===== config.mk =====
export PLATFORM = sky130hd
export DESIGN_NAME = alu_pipe
export DESIGN_NICKNAME = d
export VERILOG_FILES = /design/src/rtl/alu_pipe.sv
export SDC_FILE = /design/constraint.sdc
export NUM_CORES = 1
export LEC_CHECK = 0
export ABC_AREA = 0
export BUFFER_PORTS_ARGS = -buffer_cell sky130_fd_sc_hd__clkbuf_2
export CAP_MARGIN = 25
export CELL_PAD_IN_SITES_DETAIL_PLACEMENT = 1
export CELL_PAD_IN_SITES_GLOBAL_PLACEMENT = 1
export CORE_UTILIZATION = 45
export DETAILED_ROUTE_END_ITERATION = 16
export GPL_ROUTABILITY_DRIVEN = 0
export PLACE_DENSITY_LB_ADDON = 0.1
export SYNTH_ARGS = -nofsm -noshare
export SYNTH_HDL_FRONTEND = slang
export SYNTH_SLANG_ARGS = --single-unit

===== constraint.sdc =====
create_clock -name clk -period 4.15 [get_ports clk]
set_clock_uncertainty 0.15 [all_clocks]
set_input_delay 0.6225 -clock clk [delete_from_list [all_inputs] [get_ports clk]]
set_output_delay 0.6225 -clock clk [all_outputs]
set_load 0.01 [all_outputs]

===== src/rtl/alu_pipe.sv =====
// alu_pipe: two-stage pipelined signed ALU with optional saturation, status flags and an accumulator.
// Latency: a beat accepted at edge N is presented on out_* after edge N+1. Throughput is one beat per cycle.
// Backpressure: a full valid/ready skid-free pipe. in_ready = !s1_valid | out-stage advance, and nothing is dropped.
//
// Ports:
//   clk, rst_n                       clock; asynchronous active-low reset
//   in_valid/in_ready                operand handshake: in_a, in_b, in_op, in_acc
//   acc_clr                          synchronous accumulator clear, independent of handshakes
//   out_valid/out_ready              result handshake: out_res, out_ovf, out_zero, out_neg
//   acc_q                            current accumulator value
module alu_pipe #(
  parameter int WIDTH    = 6,
  parameter bit SATURATE = 1'b0
) (
  input  logic             clk,
  input  logic             rst_n,
  input  logic             in_valid,
  output logic             in_ready,
  input  logic [WIDTH-1:0] in_a,
  input  logic [WIDTH-1:0] in_b,
  input  logic [1:0]       in_op,
  input  logic             in_acc,
  input  logic             acc_clr,
  output logic             out_valid,
  input  logic             out_ready,
  output logic [WIDTH-1:0] out_res,
  output logic             out_ovf,
  output logic             out_zero,
  output logic             out_neg,
  output logic [WIDTH-1:0] acc_q
);

  // Three guard bits cover the worst case |A*4| + |B/2| and |A| + |3B|.
  localparam int XW = WIDTH + 3;

  // Stage 1 operand register
  logic             s1_valid;
  logic [WIDTH-1:0] s1_a;
  logic [WIDTH-1:0] s1_b;
  logic [1:0]       s1_op;
  logic             s1_acc;

  // Stage 2 output register
  logic             s2_valid;
  logic [WIDTH-1:0] res_q;
  logic             ovf_q;
  logic             zero_q;
  logic             neg_q;

  logic [WIDTH-1:0] acc_r;

  logic s2_adv;
  logic s1_adv;

  assign s2_adv   = !s2_valid || out_ready;
  assign s1_adv   = s1_valid && s2_adv;
  assign in_ready = !s1_valid || s2_adv;

  // Combinational datapath from the S1 registers
  logic [WIDTH-1:0]    op_a;
  logic signed [XW-1:0] ax;
  logic signed [XW-1:0] bx;
  logic signed [XW-1:0] diff;
  logic signed [XW-1:0] exact;
  logic [3:0]          top;
  logic                ovf;
  logic [WIDTH-1:0]    satv;
  logic [WIDTH-1:0]    res;

  // The accumulator is sampled here, at the S1->S2 transfer, so consecutive
  // accumulate beats always see the previous beat's result. A coincident
  // clear makes the accumulating beat start from zero.
  always_comb begin
    op_a = s1_a;
    if (s1_acc) begin
      op_a = acc_clr ? '0 : acc_r;
    end
  end

  always_comb begin
    ax    = {{3{op_a[WIDTH-1]}}, op_a};
    bx    = {{3{s1_b[WIDTH-1]}}, s1_b};
    diff  = '0;
    exact = '0;
    case (s1_op)
      2'b00: exact = (ax <<< 2) + (bx >>> 1);
      2'b01: exact = ax + bx + (bx <<< 1);
      2'b10: exact = -bx;
      default: begin
        diff  = (ax <<< 1) - bx;
        exact = diff[XW-1] ? -diff : diff;
      end
    endcase
  end

  // The exact value fits WIDTH bits only if the top guard bits and the
  // result sign bit all agree.
  always_comb begin
    top  = exact[XW-1:WIDTH-1];
    ovf  = !((top == 4'b0000) || (top == 4'b1111));
    satv = exact[XW-1] ? {1'b1, {(WIDTH-1){1'b0}}} : {1'b0, {(WIDTH-1){1'b1}}};
    res  = exact[WIDTH-1:0];
    if (SATURATE && ovf) begin
      res = satv;
    end
  end

  // Stage 1
  always_ff @(posedge clk or negedge rst_n) begin
    if (!rst_n) begin
      s1_valid <= 1'b0;
      s1_a     <= '0;
      s1_b     <= '0;
      s1_op    <= '0;
      s1_acc   <= 1'b0;
    end else begin
      if (in_ready) begin
        s1_valid <= in_valid;
      end
      if (in_valid && in_ready) begin
        s1_a   <= in_a;
        s1_b   <= in_b;
        s1_op  <= in_op;
        s1_acc <= in_acc;
      end
    end
  end

  // Stage 2. Data and flags only load on a transfer, so they hold while stalled.
  always_ff @(posedge clk or negedge rst_n) begin
    if (!rst_n) begin
      s2_valid <= 1'b0;
      res_q    <= '0;
      ovf_q    <= 1'b0;
      zero_q   <= 1'b0;
      neg_q    <= 1'b0;
    end else begin
      if (s2_adv) begin
        s2_valid <= s1_valid;
      end
      if (s1_adv) begin
        res_q  <= res;
        ovf_q  <= ovf;
        zero_q <= (res == '0);
        neg_q  <= res[WIDTH-1];
      end
    end
  end

  // An accumulate transfer wins over a clear: the clear has already been
  // folded into its operand A above.
  always_ff @(posedge clk or negedge rst_n) begin
    if (!rst_n) begin
      acc_r <= '0;
    end else if (s1_adv && s1_acc) begin
      acc_r <= res;
    end else if (acc_clr) begin
      acc_r <= '0;
    end
  end

  assign out_valid = s2_valid;
  assign out_res   = res_q;
  assign out_ovf   = ovf_q;
  assign out_zero  = zero_q;
  assign out_neg   = neg_q;
  assign acc_q     = acc_r;

endmodule


-- Word level (Yosys, flattened, before mapping)
Cells that the tools add are included.
- flip-flop bits (word level): 32
- input bits: 20
- output and inout port bits: 17
- add/subtract/negate cells: 6
- eq/ne operators: 3
- muxes and demuxes: 5
- reduce and logical (&&, ||, !) cells: 12
- operators by type and width (kind ; number):
    9-bit case mux with 3 select lines ; 1
    6-bit two-way mux ; 3
    8-bit by 5-bit adder with 9-bit output ; 1
    9-bit two-way mux ; 1
    6-bit negation with 9-bit output ; 1
    8-bit negation with 9-bit output ; 1
    7-bit by 7-bit adder with 8-bit output ; 1
    7-bit by 6-bit subtractor with 8-bit output ; 1
    6-bit by 6-bit adder with 7-bit output ; 1
    6-bit logical NOT ; 1
    4-bit == test (second input constant) ; 1
    4-bit logical NOT ; 1
    1-bit logical AND ; 3
    1-bit logical NOT ; 3
    1-bit logical OR ; 3
    2-bit by 1-bit == test with 1-bit output (second input constant) ; 1
    2-bit == test (second input constant) ; 1
    2-bit logical NOT ; 1

-- Logic depth before layout (Yosys ltp)
Gate-level depths: netlist of the first run.
- depth in word-level cells: 9
- depth in mapped cells: 14
- gate-level depth less buffers: 14

-- Worst setup path before layout of the first run
No wires, ideal clock.
- path type: input to register
- start point: input port acc_clr
- end point: register ovf_q (netlist: out_ovf)
- library setup time: 0.087 ns
- arrival: 3.365 ns
- setup slack: 0.549 ns
- stages on the path: 13
- buffers on the path: 0
- path through: nor2b_1 mux2_2 inv_1 fa_1 inv_1 ha_1 fa_1 a211oi_1 o21bai_1 a21oi_1 mux2_2 a221o_1 o211ai_1
- word-level cells in the longest chain between the ends: 9
- elaborated cells on any way between the ends: 13
- classes of those cells: 5 x add/sub; 1 x eq/ne; 4 x mux; 3 x reduce/logical
- ends and longest elaborated chain (what ; line ; text):
    from (decl) ; 23 ; input logic acc_clr,
    6-bit two-way mux * ; n/a ;
    6-bit two-way mux * ; 75 ; if (s1_acc) begin
    7-bit by 6-bit subtractor with 8-bit output ; 90 ; diff = (ax <<< 1) - bx;
    8-bit negation with 9-bit output ; 91 ; exact = diff[XW-1] ? -diff : diff;
    9-bit two-way mux ; 91 ;
    9-bit case mux with 3 select lines * ; 85 ; case (s1_op)
    4-bit == test or 4-bit logical NOT (tied branches) ; 100 ; ovf = !((top == 4'b0000) || (top == 4'b1111));
    1-bit logical OR * ; 100 ;
    1-bit logical NOT * ; 100 ;
    to (signal assigned) ; 143 ; ovf_q <= ovf;
    to (decl) ; 46 ; logic ovf_q;
Mark *: on every way between the ends. The rest lies on a longest branch, timed or not.
A chain may end at the register's enable or synchronous reset.

-- Worst setup path in the final report of the first run
- start point: register s1_acc
- end point: register ovf_q (netlist: out_ovf)
- word-level cells in the longest chain between the ends: 8
- elaborated cells on any way between the ends: 12
- classes of those cells: 5 x add/sub; 1 x eq/ne; 3 x mux; 3 x reduce/logical
- ends and longest elaborated chain (what ; line ; text):
    from (decl) ; 41 ; logic s1_acc;
    from (signal assigned) ; 124 ; s1_acc <= in_acc;
    6-bit two-way mux * ; 75 ;
    7-bit by 6-bit subtractor with 8-bit output ; 90 ;
    8-bit negation with 9-bit output ; 91 ;
    9-bit two-way mux ; 91 ;
    9-bit case mux with 3 select lines * ; 85 ;
    4-bit == test or 4-bit logical NOT (tied branches) ; 100 ;
    1-bit logical OR * ; 100 ;
    1-bit logical NOT * ; 100 ;
Marked as above.

==> results.sh, run 1 <==
export IMPL_outcome="complete, no violations"
export IMPL_startpoint_type="flip-flop"
export IMPL_ctsHoldBuffers=0
export IMPL_grt_pass1_wl_um=12500
export IMPL_rsz0062_at_grt="no"
export IMPL_synth_top_cell_area_share_pct=26.6
export IMPL_post_cts_buffers=0
export IMPL_multi_input_area_mm2=0.00201
export IMPL_power_switching_mw=0.867
export IMPL_yosys_warnings=0
export IMPL_num_io_pins=37
export IMPL_ant_nets=0
export IMPL_rows=28
export IMPL_layout_cells_non_filler=421
export IMPL_num_vias=2450
export IMPL_synth_area_leaders="dfrtp_1 27%, ha_1 11%, mux2_2 9.3%, fa_1 5.5%, o21ai_0 3.8%"
export IMPL_rrSetupSlack_ns=0.40
export IMPL_via_per_inst=5.82
export IMPL_clk_latency_ns=0.28
export IMPL_cts_tree="done"
export IMPL_relSlewSlack_pct=41.3
export IMPL_cp_arrival_ns=3.77
export IMPL_numCtsBuffers=5
export IMPL_grt_overflow=0
export IMPL_antenna_found_initial=0
export IMPL_hold_viol=0
export IMPL_dp_cells=414
export IMPL_post_cts_resized=0
export IMPL_cts_num_sinks=31
export IMPL_layout_nets=400
export IMPL_wl_um=7750
export IMPL_dr_pass1_iters=4
export IMPL_setup_ws_ns=0.400
export IMPL_hpwl_um=6270
export IMPL_post_synth_cell_area_avg_um2=9.47
export IMPL_cp_slowest_cell="dfrtp_1"
export IMPL_die_width_um=82.5
export IMPL_n_antenna_cell=0
export IMPL_power_mw=1.87
export IMPL_start_util_pct=47.8
export IMPL_synth_cells=308
export IMPL_worstMarginPinSlew_ns=0.869
export IMPL_required_ns=4.17
export IMPL_coreArea_mm2=0.00610
export IMPL_ir_drop_uv=330
export IMPL_fillers=710
export IMPL_worstRegToRegCells=13
export IMPL_syn_area_mm2=0.00292
export IMPL_seqPwrFrac_pct=23.4
export IMPL_synth_edf_count=0
export IMPL_ys_seq_elements=31
export IMPL_grt_pass1_vias=2417
export IMPL_cp_end_kind="flip-flop"
export IMPL_clock_power_share_pct=12.9
export IMPL_stdcell_area_mm2=0.00327
export IMPL_setup_viol=0
export IMPL_netSwitchingFraction_pct=46.3
export IMPL_critPathMaxFanout=13
export IMPL_reg2reg_from="s1_acc"
export IMPL_die_area_mm2=0.00680
export IMPL_max_freq_ghz=0.267
export IMPL_cp_depth=13
export IMPL_drt_iter0_drc=92
export IMPL_drv_slew=0
export IMPL_p_leak_nw=1.52
export IMPL_maxCapViolCount=0
export IMPL_worstSetupStartpoint="s1_acc"
export IMPL_seq_area_frac_synth_pct=26.6
export IMPL_drc=0
export IMPL_path_cells="mux2_2, inv_1, fa_1, inv_1, ha_1, fa_1, a21o_1, a211oi_1, nor2_1, o21ai_0, nor4bb_1, a221o_1, o211ai_1"
export IMPL_dpl_instance_area_mm2=0.00318
export IMPL_cp_top_family="adder cells"
export IMPL_crit_buf_inv=2
export IMPL_clockBufferDepth=2
export IMPL_final_util_pct=53.6
export IMPL_synth_largest_area_cell="dfrtp_1"
export IMPL_grt_max_degree=32
export IMPL_criticalPathCategory="reg -> reg"
export IMPL_post_route_min_period_ns=3.75
export IMPL_ys_flop_type="dfrtp_1"
export IMPL_synth_fp_nets=362
export IMPL_regArea_um2=776
export IMPL_drive_gt1_share_pct=25.7
export IMPL_numPortBuffers=36
export IMPL_crit_path_end="out_ovf"
export IMPL_die_height_um=82.5
export IMPL_p_per_area_mw_per_mm2=573
export IMPL_p_comb_share_pct=63.7
export IMPL_post_route_period_util_pct=90.4
export IMPL_slowest_delay_ns=0.58
export IMPL_area_delta_synth_final_pct=12.1
export IMPL_whs_ns=0.251
export IMPL_synth_distinct_cells=62
export IMPL_pre_cts_slack_ns=0.128
export IMPL_r2r_end="out_ovf"
export IMPL_wl_per_cell_um=18.4
export IMPL_setup_tns_ns=0
export IMPL_root_buffer="clkbuf_8"
export IMPL_gr_usage_all_layers_pct=25.0
export IMPL_holdCritPathClass="in -> async"
export IMPL_p_int_mw=1.01
export IMPL_h_tree_depth=2
export IMPL_path_clk_slew_ns=0.07
export IMPL_async_reset_ff_share_pct=100
[placed cells by master, fill, tap and decap left out, types with 3 or more instances in the layout]
cell / Yosys / final
inv_1: 22 / 22
xor2_1: 4 / 4
mux2_2: 24 / 24
dfrtp_1: 31 / 31
clkbuf_8: 0 / 6
o21ai_0: 22 / 22
o21ai_1: 7 / 7
clkbuf_2: 0 / 36
nand2_1: 22 / 22
nor2b_1: 6 / 6
nand2b_1: 6 / 6
nor3_1: 4 / 4
a21o_1: 5 / 5
a21oi_1: 9 / 9
nand3b_1: 7 / 7
and2_1: 4 / 4
ha_1: 26 / 26
xnor2_1: 11 / 11
o211ai_1: 3 / 3
fa_1: 8 / 8
a211oi_1: 5 / 5
buf_4: 2 / 5
nor2_1: 14 / 14
mux2i_1: 4 / 4
o21a_1: 8 / 8
[worst min path at each step]
stage / slack [ns] / to / cells after the start / start
2_1_floorplan: 0.18 / acc_q[0] / 0 / rst_n
3_3_place_gp: 0.31 / out_res[2] / 2 / out_res[2]
3_5_place_dp: 0.32 / out_res[2] / 2 / out_res[2]
4_1_cts: 0.27 / out_res[3] / 1 / rst_n
5_1_grt: 0.32 / out_res[5] / 1 / rst_n
6_report: 0.25 / out_res[3] / 1 / rst_n
[routing by layer]
metal / GRT usage, % / up-vias / part of all wire [%] / routed length, um
met5: 0 / - / 0 / 0
met4: 4.66 / 0 / 0.71 / 55
met3: 7.03 / 9 / 5.2 / 402
met2: 40.3 / 63 / 47 / 3660
met1: 33.6 / 1206 / 47 / 3630
li1: - / 1172 / - / -
[power groups by stage]
stage,combinational [mW],sequential [mW],clock (mW)
global placement,1.16,0.442,0
global route,1.32,0.450,0.259
detailed placement,1.18,0.443,0
floorplan,0.845,0.451,0
CTS,1.19,0.438,0.247
finish,1.19,0.438,0.242
[cells in the mapped netlist, types with 2 or more instances]
| cell | n |
|---|---|
| a211o_1 | 2 |
| or3_1 | 2 |
| buf_4 | 2 |
| fa_1 | 8 |
| ha_1 | 26 |
| o21ai_0 | 22 |
| mux4_2 | 2 |
| a31oi_1 | 2 |
| nand4_1 | 2 |
| a21o_1 | 5 |
| nor2_1 | 14 |
| nand3_1 | 2 |
| o21ai_1 | 7 |
| inv_1 | 22 |
| nor2b_1 | 6 |
| mux2i_1 | 4 |
| clkbuf_1 | 5 |
| xnor2_1 | 11 |
| nand2_1 | 22 |
| mux2_2 | 24 |
| o21a_1 | 8 |
| o211ai_1 | 3 |
| o31ai_1 | 2 |
| a21oi_2 | 2 |
| nor4_1 | 2 |
| xor2_1 | 4 |
| a211oi_1 | 5 |
| nor3_1 | 4 |
| a221o_1 | 2 |
| and2_1 | 4 |
| dfrtp_1 | 31 |
| nand3b_1 | 7 |
| a21oi_1 | 9 |
| nand2b_1 | 6 |
| buf_2 | 2 |
[flip-flops by register name, summed over array words and instances, names as in the netlist]
| signal | count |
|---|---|
| acc_q | 6 |
| out_ovf | 1 |
| out_res | 6 |
| out_valid | 1 |
| out_zero | 1 |
| s1_a | 6 |
| s1_acc | 1 |
| s1_b | 6 |
| s1_op | 2 |
| s1_valid | 1 |
[cell type report]
class	instances	area share, %
clock buffers	6	2.53
repair buffers	41	6.66
inverters	22	2.53
flip-flops and latches	31	23.7
well taps	75	2.87
clock inverters	1	0.153
multi-input cells	245	61.5
[cell families after synthesis]
group	count (synthesis)	synth area share, %
AO/OA/AOI/OAI	82	18.8
XOR/XNOR	17	5.62
adder cells (fa/ha/maj)	34	16.7
buffers and inverters	32	4.46
flip-flops	31	26.6
multiplexers	30	12.2
AND/OR/NAND/NOR	82	15.7
Note: power is estimated with default switching activity, not from simulation.
==> inputs of run 2 (changes only) <==
Settings changed: SETUP_SLACK_MARGIN set to 0.5.
==> run 2 against run 1 <==
Compared with the run above: power rose by 2.0%; cell count rose by 0.24%; cell area rose by 1.1%; sequential power barely moved; non-clock buffer count rose by 1; clock power rose by 2%; flip-flop and latch count did not move; largest cell class unchanged; die area did not move; setup slack improved by 0.23 ns; maximum frequency rose by 6.5%.
==> results.sh, run 2 (same netlist as run 1, synthesis figures left out) <==
export IMPL_area_delta_synth_final_pct=13.3
export IMPL_whs_ns=0.246
export IMPL_n_antenna_cell=0
export IMPL_startpoint_type="primary input"
export IMPL_ir_drop_uv=362
export IMPL_max_freq_ghz=0.284
export IMPL_layout_nets=401
export IMPL_drive_gt1_share_pct=28.0
export IMPL_critPathMaxFanout=9
export IMPL_rows=28
export IMPL_wl_per_cell_um=18.8
export IMPL_holdCritPathClass="in -> async"
export IMPL_ant_nets=0
export IMPL_outcome="complete, no violations"
export IMPL_path_common_cell="inv_1"
export IMPL_setup_viol=0
export IMPL_grt_overflow=0
export IMPL_worstMarginPinSlew_ns=0.802
export IMPL_via_per_inst=5.78
export IMPL_numPortBuffers=36
export IMPL_grt_util_met2_pct=40.7
export IMPL_clk_latency_ns=0.29
export IMPL_root_buffer="clkbuf_8"
export IMPL_setup_tns_ns=0
export IMPL_antenna_found_initial=0
export IMPL_crit_buf_inv=3
export IMPL_start_util_pct=47.8
export IMPL_maxCapViolCount=0
export IMPL_grt_max_degree=32
export IMPL_grt_util_met1_pct=33.1
export IMPL_num_vias=2440
export IMPL_drt_iter0_drc=89
export IMPL_post_route_period_util_pct=84.8
export IMPL_num_io_pins=37
export IMPL_relSlewSlack_pct=45.9
export IMPL_cts_num_sinks=31
export IMPL_hold_viol=0
export IMPL_grt_pass1_vias=2433
export IMPL_met3_usage_pct=7.03
export IMPL_cp_slowest_cell="fa_1"
export IMPL_drv_slew=0
export IMPL_path_clk_slew_ns=0.07
export IMPL_die_height_um=82.5
export IMPL_required_ns=4.21
export IMPL_drc=0
export IMPL_gr_usage_all_layers_pct=24.9
export IMPL_path_cells="buf_2, nor2b_2, mux2_4, inv_1, fa_1, inv_1, ha_2, fa_2, a21o_1, a211oi_2, nor4_1, a21oi_1, a31oi_1, a221o_1, o211ai_1"
export IMPL_final_common_cell="clkbuf_2"
export IMPL_criticalPathCategory="in -> reg"
export IMPL_coreArea_mm2=0.00610
export IMPL_cts_tree="done"
export IMPL_busiest_layer="met2"
export IMPL_post_route_min_period_ns=3.52
export IMPL_clockBufferDepth=2
export IMPL_dr_pass1_iters=4
export IMPL_slowest_delay_ns=0.48
export IMPL_cp_arrival_ns=3.58
export IMPL_cp_end_kind="flip-flop"
export IMPL_h_tree_depth=2
export IMPL_final_util_pct=54.2
export IMPL_die_area_mm2=0.00680
export IMPL_wl_um=7920
export IMPL_p_leak_nw=1.53
export IMPL_hpwl_um=6270
export IMPL_power_mw=1.91
export IMPL_die_width_um=82.5
export IMPL_final_cell_mix="35 x clkbuf_2, 30 x dfrtp_1, 25 x ha_1"
export IMPL_rsz0062_at_grt="no"
export IMPL_numCtsBuffers=5
export IMPL_grt_pass1_wl_um=12400
export IMPL_p_per_area_mw_per_mm2=578
export IMPL_ctsHoldBuffers=0
export IMPL_reg2reg_from="s1_acc"
export IMPL_worstSetupStartpoint="acc_clr"
export IMPL_cp_top_family="compound AO/OA/AOI/OAI gates"
## run 2: area by class of cell
cell class | instances | area [um2]
Tap cell | 75 | 93.8
Multi-Input combinational cell | 245 | 2040
Inverter | 22 | 82.6
Clock inverter | 1 | 5.00
Fill cell | 713 | 2790
Timing Repair Buffer | 42 | 225
Sequential cell | 31 | 777
Clock buffer | 6 | 82.6
## run 2: per-stage QoR
| step | std cells | area (um2) | worst slack [ns] |
|---|---|---|---|
| after global routing | 422 | 3300 | 0.502 |
| after detailed placement | 414 | 3180 | 0.128 |
| after CTS | 421 | 3280 | 0.502 |
| final | 422 | 3300 | 0.630 |
| after floorplan | 308 | 2920 | 0.549 |
| after global placement | 414 | 3180 | 0.246 |
## run 2: metal layers
layer	up-vias	part of all wire, %
met5	-	0
met4	0	0.58
li1	1175	-
met3	7	5.0
met2	61	48
met1	1197	46
## run 2: worst paths after layout
kind / endpoint / slack, ns / cells past startpoint
worst max register to register: out_ovf / 0.67 / 11
max in group asynchronous: s1_acc / 3.05 / 1
worst min-delay path: out_res[3] / 0.25 / 1
min in group clk: out_res[2] / 0.33 / 2
worst max-delay path: out_ovf / 0.63 / 15
worst min register to register: out_res[2] / 0.33 / 2
## run 2: what timing repair did
item | in CTS | in global routing
endpoints found under the setup margin | 2 | 4
pin swaps | 0 | 3
setup buffers | 0 | 1
gates resized for setup | 4 | 5
## run 2: power breakdown
part           switching, mW  internal (mW)  leakage (nW)
Sequential            0.0630          0.375         0.375
Combinational          0.710          0.517          1.11
Clock                  0.116          0.130        0.0470
